==> config.mk <==
export PLATFORM = sky130hd
export DESIGN_NAME = pcm_sample_unpacker
export DESIGN_NICKNAME = d
export VERILOG_FILES = /design/src/rtl/pcm_sample_unpacker.sv
export SDC_FILE = /design/constraint.sdc
export NUM_CORES = 1
export LEC_CHECK = 0
export ABC_AREA = 1
export CORE_UTILIZATION = 55
export CTS_CLUSTER_SIZE = 10
export DETAILED_ROUTE_END_ITERATION = 16
export PLACE_DENSITY = 0.74
export SYNTH_ARGS = -nofsm -noshare
export SYNTH_HDL_FRONTEND = slang
export SYNTH_SLANG_ARGS = --single-unit
==> constraint.sdc <==
create_clock -name clk -period 13 [get_ports clk]
set_clock_uncertainty 0.1 [all_clocks]
set_input_delay 3.9 -clock clk [delete_from_list [all_inputs] [get_ports clk]]
set_output_delay 3.9 -clock clk [all_outputs]
set_load 0.05 [all_outputs]
==> src/rtl/pcm_sample_unpacker.sv <==
// Unpacks PCM bytes from a show-ahead FIFO into volume-scaled signed 16-bit left/right samples.
// Latency: outputs update N+2 clocks after the fetching next_sample tick (N = 1, 2 or 4 bytes per frame).
// Backpressure: pops only while the FIFO is non-empty; an empty FIFO mid-frame aborts it with an underrun pulse.
module pcm_sample_unpacker #(
    parameter int RATE_FULL = 128
) (
    input  logic        clk,
    input  logic        rst,
    input  logic        next_sample,
    input  logic [7:0]  sample_rate,
    input  logic        mode_stereo,
    input  logic        mode_16bit,
    input  logic [3:0]  volume,
    input  logic [7:0]  fifo_rddata,
    input  logic        fifo_empty,
    output logic        fifo_read,
    output logic [15:0] left_audio,
    output logic [15:0] right_audio,
    output logic        underrun
);

    typedef enum logic [1:0] {
        S_IDLE  = 2'd0,
        S_FETCH = 2'd1,
        S_APPLY = 2'd2
    } state_t;

    localparam logic [7:0] RATE_CAP = 8'(RATE_FULL);

    state_t             state;
    state_t             state_nxt;
    logic [6:0]         phase;
    logic [7:0]         rate_eff;
    logic [7:0]         rate_sum;
    logic               fetch_req;
    logic               pending;
    logic               start_frame;
    logic               stereo_q;
    logic               wide_q;
    logic [1:0]         byte_idx;
    logic [1:0]         byte_last;
    logic [3:0][7:0]    frame_bytes;
    logic [15:0]        samp_l;
    logic [15:0]        samp_r;
    logic [7:0]         gain;
    logic signed [23:0] prod_l;
    logic signed [23:0] prod_r;

    function automatic logic [7:0] gain_lut(input logic [3:0] idx);
        case (idx)
            4'd0:    gain_lut = 8'd0;
            4'd1:    gain_lut = 8'd1;
            4'd2:    gain_lut = 8'd2;
            4'd3:    gain_lut = 8'd4;
            4'd4:    gain_lut = 8'd6;
            4'd5:    gain_lut = 8'd8;
            4'd6:    gain_lut = 8'd11;
            4'd7:    gain_lut = 8'd16;
            4'd8:    gain_lut = 8'd22;
            4'd9:    gain_lut = 8'd32;
            4'd10:   gain_lut = 8'd45;
            4'd11:   gain_lut = 8'd64;
            4'd12:   gain_lut = 8'd76;
            4'd13:   gain_lut = 8'd90;
            4'd14:   gain_lut = 8'd107;
            default: gain_lut = 8'd128;
        endcase
    endfunction

    // Clamp the rate and add it to the 7-bit phase; bit 7 of the sum is the fetch request
    always_comb begin
        rate_eff = (sample_rate >= RATE_CAP) ? RATE_CAP : sample_rate;
        rate_sum = {1'b0, phase} + rate_eff;
    end

    // Phase accumulator advances only on ticks; the request is registered for the FSM
    always_ff @(posedge clk) begin
        if (rst) begin
            phase     <= '0;
            fetch_req <= 1'b0;
        end else begin
            fetch_req <= next_sample & rate_sum[7];
            if (next_sample) begin
                phase <= rate_sum[6:0];
            end
        end
    end

    // One-deep request queue: starting a frame consumes it, extra requests collapse into it
    always_ff @(posedge clk) begin
        if (rst) begin
            pending <= 1'b0;
        end else if (start_frame) begin
            pending <= 1'b0;
        end else if (fetch_req && state != S_IDLE) begin
            pending <= 1'b1;
        end
    end

    // FSM state register
    always_ff @(posedge clk) begin
        if (rst) begin
            state <= S_IDLE;
        end else begin
            state <= state_nxt;
        end
    end

    // FSM next state; a queued request starts the next frame straight out of APPLY
    always_comb begin
        state_nxt   = state;
        start_frame = 1'b0;
        case (state)
            S_IDLE: begin
                if (pending || fetch_req) begin
                    state_nxt   = S_FETCH;
                    start_frame = 1'b1;
                end
            end
            S_FETCH: begin
                if (fifo_empty) begin
                    state_nxt = S_IDLE;
                end else if (byte_idx == byte_last) begin
                    state_nxt = S_APPLY;
                end
            end
            S_APPLY: begin
                if (pending || fetch_req) begin
                    state_nxt   = S_FETCH;
                    start_frame = 1'b1;
                end else begin
                    state_nxt = S_IDLE;
                end
            end
            default: state_nxt = S_IDLE;
        endcase
    end

    // FSM outputs; reset gates the pop in the same cycle it is asserted
    always_comb begin
        fifo_read = 1'b0;
        underrun  = 1'b0;
        if (state == S_FETCH && !rst) begin
            fifo_read = !fifo_empty;
            underrun  = fifo_empty;
        end
    end

    // Latch the frame format at start and collect bytes in arrival order
    always_ff @(posedge clk) begin
        if (rst) begin
            byte_idx    <= '0;
            stereo_q    <= 1'b0;
            wide_q      <= 1'b0;
            frame_bytes <= '0;
        end else if (start_frame) begin
            byte_idx <= '0;
            stereo_q <= mode_stereo;
            wide_q   <= mode_16bit;
        end else if (fifo_read) begin
            frame_bytes[byte_idx] <= fifo_rddata;
            byte_idx              <= byte_idx + 2'd1;
        end
    end

    // Last byte index of the frame: 0 for 8-bit mono, 1 for 8-bit stereo or 16-bit mono, 3 for 16-bit stereo
    assign byte_last = {wide_q & stereo_q, wide_q | stereo_q};

    // Form signed samples; 8-bit values sit in the upper byte, mono copies left to right
    always_comb begin
        if (wide_q) begin
            samp_l = {frame_bytes[1], frame_bytes[0]};
        end else begin
            samp_l = {frame_bytes[0], 8'h00};
        end
        if (!stereo_q) begin
            samp_r = samp_l;
        end else if (wide_q) begin
            samp_r = {frame_bytes[3], frame_bytes[2]};
        end else begin
            samp_r = {frame_bytes[1], 8'h00};
        end
    end

    // Volume scaling: gain is at most 128, so the shifted product always fits 16 bits
    always_comb begin
        gain   = gain_lut(volume);
        prod_l = $signed({{8{samp_l[15]}}, samp_l}) * $signed({16'd0, gain});
        prod_r = $signed({{8{samp_r[15]}}, samp_r}) * $signed({16'd0, gain});
    end

    // Both channels load together at the end of APPLY; aborted frames never reach here
    always_ff @(posedge clk) begin
        if (rst) begin
            left_audio  <= '0;
            right_audio <= '0;
        end else if (state == S_APPLY) begin
            left_audio  <= 16'(prod_l >>> 7);
            right_audio <= 16'(prod_r >>> 7);
        end
    end

endmodule

Word level (Yosys, flattened, before mapping)
Memory sizes are Yosys's and may differ from the RTL's.
Index checks and enable logic that the tools add are counted.
- register bits after elaboration: 79
- bits in latches: 0
- bits in writable memories: 0
- memory bits (read-only): 128
- input bits: 26
- output and inout bits: 34
- logic and storage cells: 58
- memories kept: 1
- add/subtract/negate cells: 2
- multipliers: 2
- div/mod/pow operators: 0
- magnitude comparators: 3
- eq/ne operators: 5
- shift operators: 0
- muxes and demuxes: 16
- bitwise gates (word level): 4
- reduce and logical (&&, ||, !) cells: 12
- memories (memory ; words ; bits a word ; read ports ; clocked after memory_dff ; write ports ; line ; text):
    (no name shown) ; 16 ; 8 ; 1 ; 0 ; 0 ; 50 ; case (idx)
- operators by type and width (kind ; number):
    16-bit two-way mux ; 3
    16-bit by 9-bit multiplier with 23-bit output ; 2
    32-bit bitwise mux ; 1
    8-bit demux with 2-bit select ; 1
    8-bit two-way mux ; 2
    7-bit by 8-bit adder with 8-bit output ; 1
    8-bit greater-or-equal comparator (second input constant) ; 1
    2-bit two-way mux ; 3
    2-bit case mux with 3 select lines ; 1
    1-bit two-way mux ; 5
    2-bit AND reduction ; 2
    2-bit OR reduction ; 2
    1-bit logical AND ; 3
    2-bit by 3-bit less-than comparator with 1-bit output (second input constant) ; 1
    3-bit inequality test (second input constant) ; 1
    2-bit by 1-bit adder with 2-bit output (second input constant) ; 1
    1-bit AND ; 2
    2-bit by 1-bit == test with 1-bit output (second input constant) ; 1
    2-bit == test ; 1
    2-bit == test (second input constant) ; 1
    2-bit by 1-bit greater-or-equal comparator with 1-bit output (second input constant) ; 1
    1-bit zero test ; 2
    2-bit zero test ; 1
    2-bit inequality test (second input constant) ; 1
    4 further kinds ; 4

Depth between registers and ports, before layout
- depth after elaboration: 5
- gate-level depth with buffers: 30
- gate-level depth less buffers: 29

Worst setup path before layout
No wires, ideal clock.
- kind: in2out
- start: in rst
- end: out underrun
- arrival time: 5.187 ns
- required time: 9.000 ns
- setup slack: 3.813 ns
- stages on the path: 5
- buffers on the path: 2
- cell sequence: inv_1 > clkbuf_1 > clkbuf_1 > nand2_1 > nor2_1
- word-level cells in the longest chain between the ends: 3
- ends and longest elaborated chain (element ; line ; text):
    from (decl) ; 8 ; input logic rst,
    1-bit zero test ; 143 ; if (state == S_FETCH && !rst) begin
    1-bit logical AND ; 143 ;
    1-bit two-way mux ; 143 ;
    to (decl) ; 19 ; output logic underrun
No other way between the ends.

Worst setup path in the final report
- start: in rst
- end: out fifo_read
- word-level cells in the longest chain between the ends: 3
- ends and longest elaborated chain (element ; line ; text):
    1-bit zero test ; 143 ;
    1-bit logical AND ; 143 ;
    1-bit two-way mux ; 143 ;
    to (decl) ; 16 ; output logic fifo_read,
No other way between the ends.

==> reports/metrics.yaml <==
die:
  rows: 55
  dieArea_mm2: 0.02354
  coreArea_mm2: 0.02257
  start_util: 0.5588
  die_h_um: 153.4
  die_x_um: 153.4
  ios: 60
clock_network:
  post-cts-setup-buffers: 0
  cts_tree: "done"
  cts_root_buf: "clkbuf_16"
  numCtsBuffers: 9
  htreeDepth: 3
  clock_path_buffers: 2
  cts.sinks: 79
  cts_resized: 0
  insertion_delay_ps: 360
  clkTransAtPathRegs_ps: 70
  hold_buffers: 0
power:
  sw_frac_of_total: 0.3634
  power_switching_uw: 281.5
  p_per_area_mw_per_mm2: 56.44
  p_leak_nw: 6.983
  p_comb_frac: 0.289
  peakVddDrop_uv: 74.02
  seq_power_share: 0.325
  p_int_uw: 493.1
  pwr-share-clk: 0.386
synthesis:
  synth_compound_area_frac: 0.1020
  synthFlopType: "dfxtp_1"
  synth-seq-cells: 79
  ys_warn_count: 0
  synthCells: 1714
  synthesis.area_mm2: 0.01261
  seq_area_frac_synth: 0.1254
  synth_xor_area_frac: 0.01875
  synth_mux_area_frac: 0
  async_flop_share: 0
  synth_edf_count: 0
  avgSynthCellArea_um2: 7.358
  synth.net_count: 2031
  synth_top_family_by_area: "adder cells"
  yosysUniqueCellTypes: 49
  yosys.area_share.simple: 0.2076
  synth_fa_ha_area_frac: 0.4036
layout:
  multi_input_area_mm2: 0.009236
  fillers: 2091
  final_common_cell: "inv_1"
  nets: 2060
  ff_latch_area_mm2: 0.001582
  drive_gt1_frac: 0.04748
  antenna_cells: 0
  design_area_mm2: 0.01373
  layout_common_cells: "inv_1 (406), nand2_1 (280), nor2_1 (222), fa_1 (193), a21oi_1 (101)"
  syn2layout_area_growth_pct: 8.830
timing:
  finalCritPeriodShare: 0.7891
  fmax_ghz: 0.09749
  setup_tns_ps: 0
  drv_slew: 0
  fin_crit_ps: 10260
  setup_viol: 0
  worst_slew_pin_slew_ps: 980.0
  hold_viol_final: 0
  grt_setup_unrepaired: "false"
  relSlewSlack: 0.3398
global_routing:
  antenna_found_initial: 0
  grt_pass1_wl_mm: 53.94
  grt-ovfl-total: 0
  grt_pass1_vias: 11224
  grt.total_usage: 0.2918
  grt_start_max_net_pins: 49
min_path:
  hold_path.class: "register to register"
  whs_path_depth: 2
routing:
  num_vias: 10825
  routed_wl_mm: 32.38
  routedWlPerCell_um: 15.93
  drtAntennaViolNets: 0
  drt_pass1_iterations: 5
  drt_iter0_drc: 815
  viasPerCell: 5.325
  remaining_drc_errors: 0
run:
  cap_violations: 0
setup_path:
  critPathLaunchType: "primary input"
  worst_r2r_path_depth: 23
  critical_path_class: "primary input to primary output"
  critical_path_arrival_ps: 6260
  critPathRequiredTime_ps: 9000
  critPathCaptureType: "primary output"
  crit_fanout: 31
placement:
  gp_congestion: 1.014
  place_hpwl_mm: 25.87
  dpl_cell_area_mm2: 0.01339
  io_buffers: 59
outcome:
  status: "finished, final reports clean"
## registers in the layout, summed over array words and instances, names as in the netlist
register and cells:
frame_bytes 32, left_audio 16, right_audio 16, phase 7
byte_idx 2, state 2, fetch_req 1, pending 1
stereo_q 1, wide_q 1
## stage by stage
step                      hold slack, ps  utilization  setup slack [ps]  power, mW  cells
after floorplan                    322.3            -              3813     0.4173   1714
after global placement             333.8       0.5933              2771     0.4722   2017
after detailed placement           337.2       0.5933              2655     0.4776   2017
after CTS                          348.4       0.6081              2761     0.7756   2033
after global routing               371.9       0.6081              2540     0.8159   2033
final                              346.1       0.6081              2742     0.7746   2033
## kinds of logic after synthesis
group                    count (synthesis)
AND/OR/NAND/NOR                        616
buffers and inverters                  464
adder cells (fa/ha/maj)                291
AO/OA/AOI/OAI                          237
flip-flops                              79
XOR/XNOR                                27
## power by group through the flow
stage,Combinational (mW),Clock [mW],Sequential [mW]
after floorplan,0.157,0,0.260
after global placement,0.215,0,0.257
after detailed placement,0.220,0,0.257
after CTS,0.223,0.301,0.252
after global routing,0.251,0.312,0.252
final,0.224,0.299,0.252
## synth_stat cells, drive strengths merged, types with 3 or more instances
master	n	area, µm²
a21o	6	45.04
a21oi	104	531.8
buf	12	93.83
clkbuf	37	138.9
dfxtp	79	1582
fa	193	3864
ha	98	1226
inv	413	1558
nand2	308	1270
nand3	51	277.8
nand4	6	37.54
nor2	231	909.6
nor3	8	45.04
nor4	5	31.28
o211ai	8	60.06
o21ai	103	523.0
o21bai	3	33.78
o22ai	6	37.54
or2	3	18.77
xnor2	11	96.34
xor2	16	140.1
## cell type report
| type | instances | share of cell area |
|---|---|---|
| clock inverters | 7 | 0.007931 |
| multi-input cells | 1171 | 0.6729 |
| well taps | 285 | 0.02598 |
| inverters | 415 | 0.1141 |
| clock buffers | 9 | 0.01641 |
| repair buffers | 67 | 0.04740 |
| flip-flops and latches | 79 | 0.1152 |
## critical path, cell delays in order
cell and delay [ps]:
clkdlybuf4s50_1 400, buf_4 250, nor2_1 750, clkdlybuf4s50_1 950
## final timing paths
check,start,endpoint,slack (ps)
hold reg to reg,pending,pending,350
hold / removal,pending,pending,350
setup reg to reg,wide_q,right_audio[15],6740
setup / recovery,rst,fifo_read,2740
## metal layers
| metal | vias up | GRT usage | routed length [µm] |
|---|---|---|---|
| li1 | 5211 | - | - |
| met1 | 5192 | 0.3517 | 13320 |
| met5 | - | 0 | 0 |
| met3 | 85 | 0.04650 | 1948 |
| met4 | 0 | 0.1390 | 1473 |
| met2 | 337 | 0.5095 | 15640 |
Power figures use the tool's default switching activity.
